--- src/rtl/control_actor.sv ---
// control_actor: tile-stepping motion core for a maze actor (player or ghost).
// A step-rate divider produces ticks. On each tick the FSM first tries the
// buffered turn, then the current heading. Each attempt queries the maze map,
// whose answer arrives one cycle later. All outputs come straight from registers.
module control_actor #(
  parameter int DEFAULT_X   = 13,
  parameter int DEFAULT_Y   = 18,
  parameter int RESET_DIR   = 3,
  parameter int X_W         = 8,
  parameter int Y_W         = 7,
  parameter int GRID_W      = 28,
  parameter int GRID_H      = 31,
  parameter int STEP_DIV    = 8,
  parameter int PEND_STEPS  = 4,
  parameter int ANIM_FRAMES = 2,
  localparam int AF_W = (ANIM_FRAMES > 1) ? $clog2(ANIM_FRAMES) : 1
) (
  input  logic            clock,
  input  logic            reset_n,
  input  logic            enable,
  input  logic [2:0]      dir_in,
  input  logic            wall_in,
  output logic [X_W-1:0]  query_x,
  output logic [Y_W-1:0]  query_y,
  output logic [X_W-1:0]  x_out,
  output logic [Y_W-1:0]  y_out,
  output logic [2:0]      facing,
  output logic            moving,
  output logic [AF_W-1:0] anim_frame,
  output logic            step_done
);

  localparam int CNT_W = $clog2(STEP_DIV);
  localparam int EXP_W = $clog2(PEND_STEPS + 1);
  localparam logic [CNT_W-1:0] CNT_MAX = CNT_W'(STEP_DIV - 1);
  localparam logic [AF_W-1:0]  AF_MAX  = AF_W'(ANIM_FRAMES - 1);

  localparam logic [2:0] D_NONE  = 3'd0;
  localparam logic [2:0] D_UP    = 3'd1;
  localparam logic [2:0] D_DOWN  = 3'd2;
  localparam logic [2:0] D_LEFT  = 3'd3;
  localparam logic [2:0] D_RIGHT = 3'd4;

  typedef enum logic [2:0] {S_WAIT, S_QT, S_WT, S_QF, S_WF, S_DONE} state_e;

  state_e           state_q, state_d;
  logic [CNT_W-1:0] tick_cnt_q, tick_cnt_d;
  logic             tick_q, tick_d;
  logic [2:0]       pend_q, pend_d;
  logic [EXP_W-1:0] exp_q, exp_d;
  logic [2:0]       turn_q, turn_d;
  logic [2:0]       cur_dir_q, cur_dir_d;
  logic [2:0]       facing_q, facing_d;
  logic [X_W-1:0]   x_q, x_d, qx_q, qx_d;
  logic [Y_W-1:0]   y_q, y_d, qy_q, qy_d;
  logic             moving_q, moving_d;
  logic [AF_W-1:0]  anim_q, anim_d, anim_inc;
  logic             done_q, done_d;
  logic             dir_vld, turn_acc, turn_rej;

  // Neighbouring column in direction d, wrapping at the grid edges.
  function automatic logic [X_W-1:0] tgt_x(input logic [X_W-1:0] x, input logic [2:0] d);
    tgt_x = x;
    if (d == D_LEFT)
      tgt_x = (x == '0) ? X_W'(GRID_W - 1) : x - 1'b1;
    else if (d == D_RIGHT)
      tgt_x = (x == X_W'(GRID_W - 1)) ? '0 : x + 1'b1;
  endfunction

  // Neighbouring row in direction d, wrapping at the grid edges.
  function automatic logic [Y_W-1:0] tgt_y(input logic [Y_W-1:0] y, input logic [2:0] d);
    tgt_y = y;
    if (d == D_UP)
      tgt_y = (y == '0) ? Y_W'(GRID_H - 1) : y - 1'b1;
    else if (d == D_DOWN)
      tgt_y = (y == Y_W'(GRID_H - 1)) ? '0 : y + 1'b1;
  endfunction

  assign dir_vld  = (dir_in != D_NONE) && (dir_in <= D_RIGHT);
  assign anim_inc = (anim_q == AF_MAX) ? '0 : anim_q + 1'b1;

  // State register; reset drops any step in flight back to WAIT.
  always_ff @(posedge clock) begin
    if (!reset_n) state_q <= S_WAIT;
    else          state_q <= state_d;
  end

  // Position, heading, turn buffer, query and tick divider registers.
  always_ff @(posedge clock) begin
    if (!reset_n) begin
      tick_cnt_q <= '0;
      tick_q     <= 1'b0;
      pend_q     <= D_NONE;
      exp_q      <= '0;
      turn_q     <= D_NONE;
      cur_dir_q  <= 3'(RESET_DIR);
      facing_q   <= 3'(RESET_DIR);
      x_q        <= X_W'(DEFAULT_X);
      y_q        <= Y_W'(DEFAULT_Y);
      qx_q       <= '0;
      qy_q       <= '0;
      moving_q   <= 1'b0;
      anim_q     <= '0;
      done_q     <= 1'b0;
    end else begin
      tick_cnt_q <= tick_cnt_d;
      tick_q     <= tick_d;
      pend_q     <= pend_d;
      exp_q      <= exp_d;
      turn_q     <= turn_d;
      cur_dir_q  <= cur_dir_d;
      facing_q   <= facing_d;
      x_q        <= x_d;
      y_q        <= y_d;
      qx_q       <= qx_d;
      qy_q       <= qy_d;
      moving_q   <= moving_d;
      anim_q     <= anim_d;
      done_q     <= done_d;
    end
  end

  // Next-state logic: tick divider, step FSM, then the turn buffer.
  always_comb begin
    state_d    = state_q;
    tick_cnt_d = tick_cnt_q;
    tick_d     = 1'b0;
    pend_d     = pend_q;
    exp_d      = exp_q;
    turn_d     = turn_q;
    cur_dir_d  = cur_dir_q;
    facing_d   = facing_q;
    x_d        = x_q;
    y_d        = y_q;
    qx_d       = qx_q;
    qy_d       = qy_q;
    moving_d   = moving_q;
    anim_d     = anim_q;
    turn_acc   = 1'b0;
    turn_rej   = 1'b0;

    // The tick is registered so the FSM sees a clean one-cycle pulse.
    if (enable) begin
      tick_d     = (tick_cnt_q == CNT_MAX);
      tick_cnt_d = (tick_cnt_q == CNT_MAX) ? '0 : tick_cnt_q + 1'b1;
    end

    case (state_q)
      S_WAIT: begin
        if (tick_q) begin
          if (pend_q != D_NONE) begin
            // Latch the turn so a new dir_in cannot change it mid-step.
            state_d = S_QT;
            turn_d  = pend_q;
            qx_d    = tgt_x(x_q, pend_q);
            qy_d    = tgt_y(y_q, pend_q);
          end else begin
            state_d = S_QF;
            if (cur_dir_q != D_NONE) begin
              qx_d = tgt_x(x_q, cur_dir_q);
              qy_d = tgt_y(y_q, cur_dir_q);
            end
          end
        end
      end
      S_QT: state_d = S_WT;
      S_WT: begin
        if (!wall_in) begin
          turn_acc  = 1'b1;
          cur_dir_d = turn_q;
          facing_d  = turn_q;
          x_d       = qx_q;
          y_d       = qy_q;
          moving_d  = 1'b1;
          anim_d    = anim_inc;
          state_d   = S_DONE;
        end else begin
          turn_rej = 1'b1;
          state_d  = S_QF;
          if (cur_dir_q != D_NONE) begin
            qx_d = tgt_x(x_q, cur_dir_q);
            qy_d = tgt_y(y_q, cur_dir_q);
          end
        end
      end
      S_QF: begin
        if (cur_dir_q == D_NONE) begin
          moving_d = 1'b0;
          state_d  = S_DONE;
        end else begin
          state_d = S_WF;
        end
      end
      S_WF: begin
        // A blocked heading is kept so the next tick retries it.
        if (!wall_in) begin
          x_d      = qx_q;
          y_d      = qy_q;
          facing_d = cur_dir_q;
          moving_d = 1'b1;
          anim_d   = anim_inc;
        end else begin
          moving_d = 1'b0;
        end
        state_d = S_DONE;
      end
      S_DONE:  state_d = S_WAIT;
      default: state_d = S_WAIT;
    endcase

    // A fresh request always wins over accept/expiry bookkeeping.
    if (dir_vld) begin
      pend_d = dir_in;
      exp_d  = EXP_W'(PEND_STEPS);
    end else if (turn_acc) begin
      pend_d = D_NONE;
      exp_d  = '0;
    end else if (turn_rej) begin
      if (exp_q <= EXP_W'(1)) begin
        pend_d = D_NONE;
        exp_d  = '0;
      end else begin
        exp_d = exp_q - 1'b1;
      end
    end
  end

  assign done_d = (state_d == S_DONE);

  assign query_x    = qx_q;
  assign query_y    = qy_q;
  assign x_out      = x_q;
  assign y_out      = y_q;
  assign facing     = facing_q;
  assign moving     = moving_q;
  assign anim_frame = anim_q;
  assign step_done  = done_q;

endmodule
--- config.mk ---
export PLATFORM = sky130hd
export DESIGN_NAME = control_actor
export DESIGN_NICKNAME = d
export VERILOG_FILES = /design/src/rtl/control_actor.sv
export SDC_FILE = /design/constraint.sdc
export NUM_CORES = 1
export LEC_CHECK = 0
export ABC_AREA = 1
export BUFFER_PORTS_ARGS = -buffer_cell sky130_fd_sc_hd__buf_4
export CORE_MARGIN = 8
export CORE_UTILIZATION = 26
export CTS_CLUSTER_DIAMETER = 50
export DETAILED_ROUTE_END_ITERATION = 10
export HOLD_SLACK_MARGIN = 0.1
export PLACE_DENSITY = 0.53
export SLEW_MARGIN = 20
export SYNTH_ARGS = -nofsm -noshare
export SYNTH_HDL_FRONTEND = slang
export SYNTH_SLANG_ARGS = --single-unit
--- constraint.sdc ---
create_clock -name clock -period 2.8 [get_ports clock]
set_clock_uncertainty 0.2 [all_clocks]
set_input_delay 0.14 -clock clock [delete_from_list [all_inputs] [get_ports clock]]
set_output_delay 0.14 -clock clock [all_outputs]
set_load 0.005 [all_outputs]
# Yosys cells after proc, flatten, opt, wreduce, memory -nomap -nowiden
# Index checks and enable logic that the tools add are counted.
dict set report word_totals {
  latchBits 0
  romBits 0
  mem_bits_rw 0
  memories 0
  out_inout_bits 36
  reg_bits 55
}
dict set report classes {
  div 0
  n_lt_le_gt_ge 2
  shift 0
  n_mul 0
  n_eq_ne 21
  muxes 47
  addsub 7
  n_reduce_logical 23
  bitwise_logic 2
}
# operator count
set ops {}
lappend ops {{$mux W8} 10}
lappend ops {{$mux W7} 10}
lappend ops {{$mux W3} 13}
lappend ops {{$eq A3 B2 Y1 const B} 6}
lappend ops {{$reduce_bool A3 Y1} 6}
lappend ops {{$pmux W8 S2} 1}
lappend ops {{$eq A3 B3 Y1 const B} 5}
lappend ops {{$pmux W3 S5} 1}
lappend ops {{$pmux W7 S2} 1}
lappend ops {{$reduce_and A3 Y1} 4}
lappend ops {{$ne A2 B2 Y1 const B} 5}
lappend ops {{$eq A3 B1 Y1 const B} 3}
lappend ops {{$add A8 B1 Y8 const B} 1}
lappend ops {{$eq A8 B5 Y1 const B} 1}
lappend ops {{$logic_not A8 Y1} 1}
lappend ops {{$mux W1} 8}
lappend ops {{$reduce_and A2 Y1} 4}
lappend ops {{$sub A8 B1 Y8 const B} 1}
lappend ops {{$add A7 B1 Y7 const B} 1}
lappend ops {{$eq A7 B5 Y1 const B} 1}
lappend ops {{$logic_not A7 Y1} 1}
lappend ops {{$sub A7 B1 Y7 const B} 1}
lappend ops {{$logic_not A3 Y1} 2}
lappend ops {{$pmux W3 S2} 1}
lappend ops {{other kinds (12)} 14}

# Logic depth before layout (Yosys ltp)
dict set report depth {
  ltp_word 8
  depth_mapped 14
}

# Worst setup path after synthesis
# No wires, ideal clock.
dict set report synth_timing {
  kind {reg-to-reg}
  from {register x_q[0] (netlist: x_out[0])}
  to {register qx_q[0] (netlist: query_x[0])}
  n_path_buf 0
  arrival_time_ns 1.471
  synth_period_minus_slack_ns 1.804
  slack_ns 0.996
  required_ns 2.466
  path_stages_with_launch 15
  path_cell_list {dfxtp_1 > inv_1 > ha_1 > inv_1 > nor2_2 > nand2_1 > nor2_2 > nand2_2 > nand2_1 > nand2_1 > nand2_1 > nor2_1 > nor2_1 > nand2_1 > a21oi_1}
}
dict set report synth_via {
  elab_chain_len 8
  elab_cells_between_ends 15
}
# element line_no
set synth_rtl {}
lappend synth_rtl {{start, declared} 54} ;# logic [X_W-1:0] x_q, x_d, qx_q, qx_d;
lappend synth_rtl {{start signal, assigned} 98} ;# x_q <= X_W'(DEFAULT_X);
lappend synth_rtl {{$add A8 B1 Y8 or $eq A8 B5 Y1 (tied branches)} 67} ;# tgt_x = (x == X_W'(GRID_W - 1)) ? '0 : x + 1'b1;
lappend synth_rtl {{$mux W8} 67}
lappend synth_rtl {{$mux W8} 66} ;# else if (d == D_RIGHT)
lappend synth_rtl {{$mux W8} 64} ;# if (d == D_LEFT)
lappend synth_rtl {{$mux W8} 180} ;# if (cur_dir_q != D_NONE) begin
lappend synth_rtl {{$mux W8} 151} ;# if (pend_q != D_NONE) begin
lappend synth_rtl {{$mux W8} 150} ;# if (tick_q) begin
lappend synth_rtl {{$pmux W8 S2 *} 148} ;# case (state_q)
lappend synth_rtl {{end signal, assigned} 115} ;# qx_q <= qx_d;
lappend synth_rtl {{end, declared} 54}
# Every way passes the cells marked *; elsewhere a longest branch is shown, timed or not. The select of a mux whose other input is x is not followed.
# A chain may end at the register's enable or synchronous reset.

# Worst setup path in the final report
dict set report layout_timing {
  from {input port dir_in[1]}
  to {register pend_q[1]}
}
dict set report layout_via {
  elab_chain_len 4
  elab_cells_between_ends 7
}
# element line_no
set layout_rtl {}
lappend layout_rtl {{start, declared} 21} ;# input logic [2:0] dir_in,
lappend layout_rtl {{$le A3 B3 Y1 or $reduce_bool A3 Y1 (tied branches)} 79} ;# assign dir_vld = (dir_in != D_NONE) && (dir_in <= D_RIGHT);
lappend layout_rtl {{$logic_and A1 B1 Y1} 79}
lappend layout_rtl {{$reduce_bool A3 Y1 (no line)} --}
lappend layout_rtl {{$reduce_and A2 Y1 (no line)} --}
lappend layout_rtl {{end signal, assigned} 108} ;# pend_q <= pend_d;
lappend layout_rtl {{end, declared} 49} ;# logic [2:0] pend_q, pend_d;
# Several ways; a longest one is shown, not always the timed one.

==> run metrics <==
final core occ 31.0%; GPL Wtd Cong slightly below 0.9; I/O Buffers 42; top cells by area, synth dfxtp_1, nand2_1, nand3_1; setup bufs post-CTS 0; DR WL/cell 15.0 um; Final WS setup 90.2 ps; period utilization 96.8%; pre-CTS setup slack between 200 and 300 ps; status completed; CP Launch Type primary input; worst r2r src state_q[0]$_SDFF_PN0_; Main synth FF type dfxtp_1; DR iter-0 viols 290; Max Clk Rate 0.369 GHz; min-delay worst type register to register; via count 4118; Post-synth top cells nand2_1, nand3_1, dfxtp_1; final slew viol count 0; synth warn 0; Synth Instances 593; hold_sp anim_frame$_SDFFE_PN0P_; Core ar. 0.0143 mm^2; WP data arrival around 2700 ps; CP Capture Type register; via/cell ratio approximately 5.0; PD cells 387 mW/mm^2; clock latency at the later pin of the worst-skew pair ~300 ps; RSZ-0062 raised after global routing no; DRC viols 0; Max Buffers Root-to-Sink 2; largest net degree at the start of global routing 29; Slew headroom 29.2%; dpl cell area 0.00422 mm^2; DIE AREA 0.0186 mm^2; Leak Pwr between 1.5 and 2 nW; fraction of layout cells with a size suffix above 1 15.1%; Area Growth Syn to Fin 18.2%; Syn Area/Cell 6.34 um^2; synthesized area roughly 0.0038 mm^2; H-tree Lvls 2; Initial Utilization 26.3%; Synth top area share 29.3%; Total GRT Usage a little over an eighth; Worst Hold Path Cells 1; worst-path maximum fanout 4; vias in the first global route 3908; Netlist cell types 37; Final Hold Vio Count 0; largest area contributor in the netlist dfxtp_1; final WL 12300 um; Root Driver clkbuf_16; FF-to-FF path depth 11; EDFF count, synth 0; clock sinks 55; placed wire-length estimate 9140 um; Max VDD drop 0.000320 V; clock-pin slew on the worst setup and hold paths 80 ps; total CTS buffers 5; MaxCap Viol Count 0; die height 136 um; Worst Path Class, Setup primary input to register; Setup Total Neg Slack 0 ps; TritonRoute pass-1 iters 5; IO Count 43; Die Wd around 140 um; top-count cell post-synth nand2_1; initial antenna violation count 0; # diodes 0; Finished Cell Area 0.00444 mm^2; Worst Tran Pin Value 1060 ps; FF+latch count, synth 55; WP data required 2790 ps; Core Rows 44; CTS tree built; post-synthesis sequential area ratio 29.3%; total congestion overflow 0; Fin Hold WS 257 ps; Async SR Flop Fraction 0%; ANT nets after route 0; Tmin final 2710 ps; global-route wire length before repair 20300 um; Critical Path Source dir_in[1]; setup violators final 0; Final Net Count around 650; syn nets 611
## metrics by stage
| step | cells | total power, mW |
|---|---|---|
| 4_1_cts | 819 | 1.74 |
| 5_1_grt | 819 | 1.81 |
| 3_3_place_gp | 803 | 1.08 |
| 6_report | 819 | 1.72 |
| 2_1_floorplan | 593 | 1.02 |
| 3_5_place_dp | 803 | 1.08 |
## critical path: stages
cell	delay [ps]
dlygate4sd3_1	540
buf_4	140
nor2_1	110
ha_1	280
nand2_1	100
inv_1	70
a21oi_1	150
dlygate4sd3_1	580
nor2_1	50
dlygate4sd3_1	550
## cell usage in the layout (no fill, tap or decap), drive strengths merged
master / netlist / final
a211oi: 6 / 6
a21oi: 56 / 56
a22oi: 2 / 2
a31oi: 3 / 3
buf: 16 / 47
clkbuf: 5 / 5
clkinv: 1 / 2
clkinvlp: 0 / 2
dfxtp: 55 / 55
dlygate4sd3: 0 / 8
ha: 11 / 11
inv: 69 / 69
nand2: 158 / 158
nand3: 75 / 75
nand3b: 5 / 5
nand4: 7 / 7
nor2: 49 / 49
nor3: 7 / 7
o211ai: 12 / 12
o21ai: 43 / 43
o21bai: 2 / 2
o22ai: 3 / 3
or2: 3 / 3
xor2: 5 / 5
## final timing paths
kind / to / slack [ps]
max: pend_q[1]$_SDFFE_PN0P_ / 90
min: anim_frame$_SDFFE_PN0P_ / 260
max reg2reg: pend_q[1]$_SDFFE_PN0P_ / 100
min reg2reg: anim_frame$_SDFFE_PN0P_ / 260
## state kept, by name, summed over array words and instances, names as in the netlist
signal and count:
query_y 7, cur_dir_q 3, tick_q 1, query_x 8, moving 1, tick_cnt_q 3, y_out 7, state_q 3
pend_q 3, exp_q 3, step_done 1, facing 3, x_out 8, turn_q 3, anim_frame 1
## report_power, final
group	internal, mW	switching, mW	leakage, nW	total, mW
clock	0.331	0.311	0.0658	0.642
combinational	0.0953	0.168	1.42	0.263
sequential	0.795	0.0200	0.445	0.815
## layout make-up
class	count	area (um^2)
Fill cell	1622	9870
Timing Repair Buffer	55	433
Sequential cell	55	1100
Tap cell	184	230
Inverter	70	265
Clock buffer	5	125
Clock inverter	3	20.0
Multi-Input combinational cell	447	2270
## logic make-up after synthesis
group,share of synthesized area (%)
and+or+nand+nor,36.6
AOI/OAI and AO/OA,18.9
buffers and inverters,10.4
DFF,29.3
adders and majority gates,3.66
xor gates and xnor gates,1.17
## routing by layer
metal / global-route usage (%) / vias to the layer above / wire length (um)
met5: 0 / - / 0
met4: 3.48 / 0 / 155
met3: 2.33 / 13 / 558
met2: 22.2 / 114 / 5800
met1: 17.5 / 1937 / 5740
li1: - / 2054 / -
## what timing repair did
item                                    4_1_cts  5_1_grt
gates resized for setup                       0        1
endpoints found under the setup margin        0        1
endpoints found under the hold margin        30        0
hold buffers                                  8        0
No activity file was read; power rests on OpenSTA's default activity.
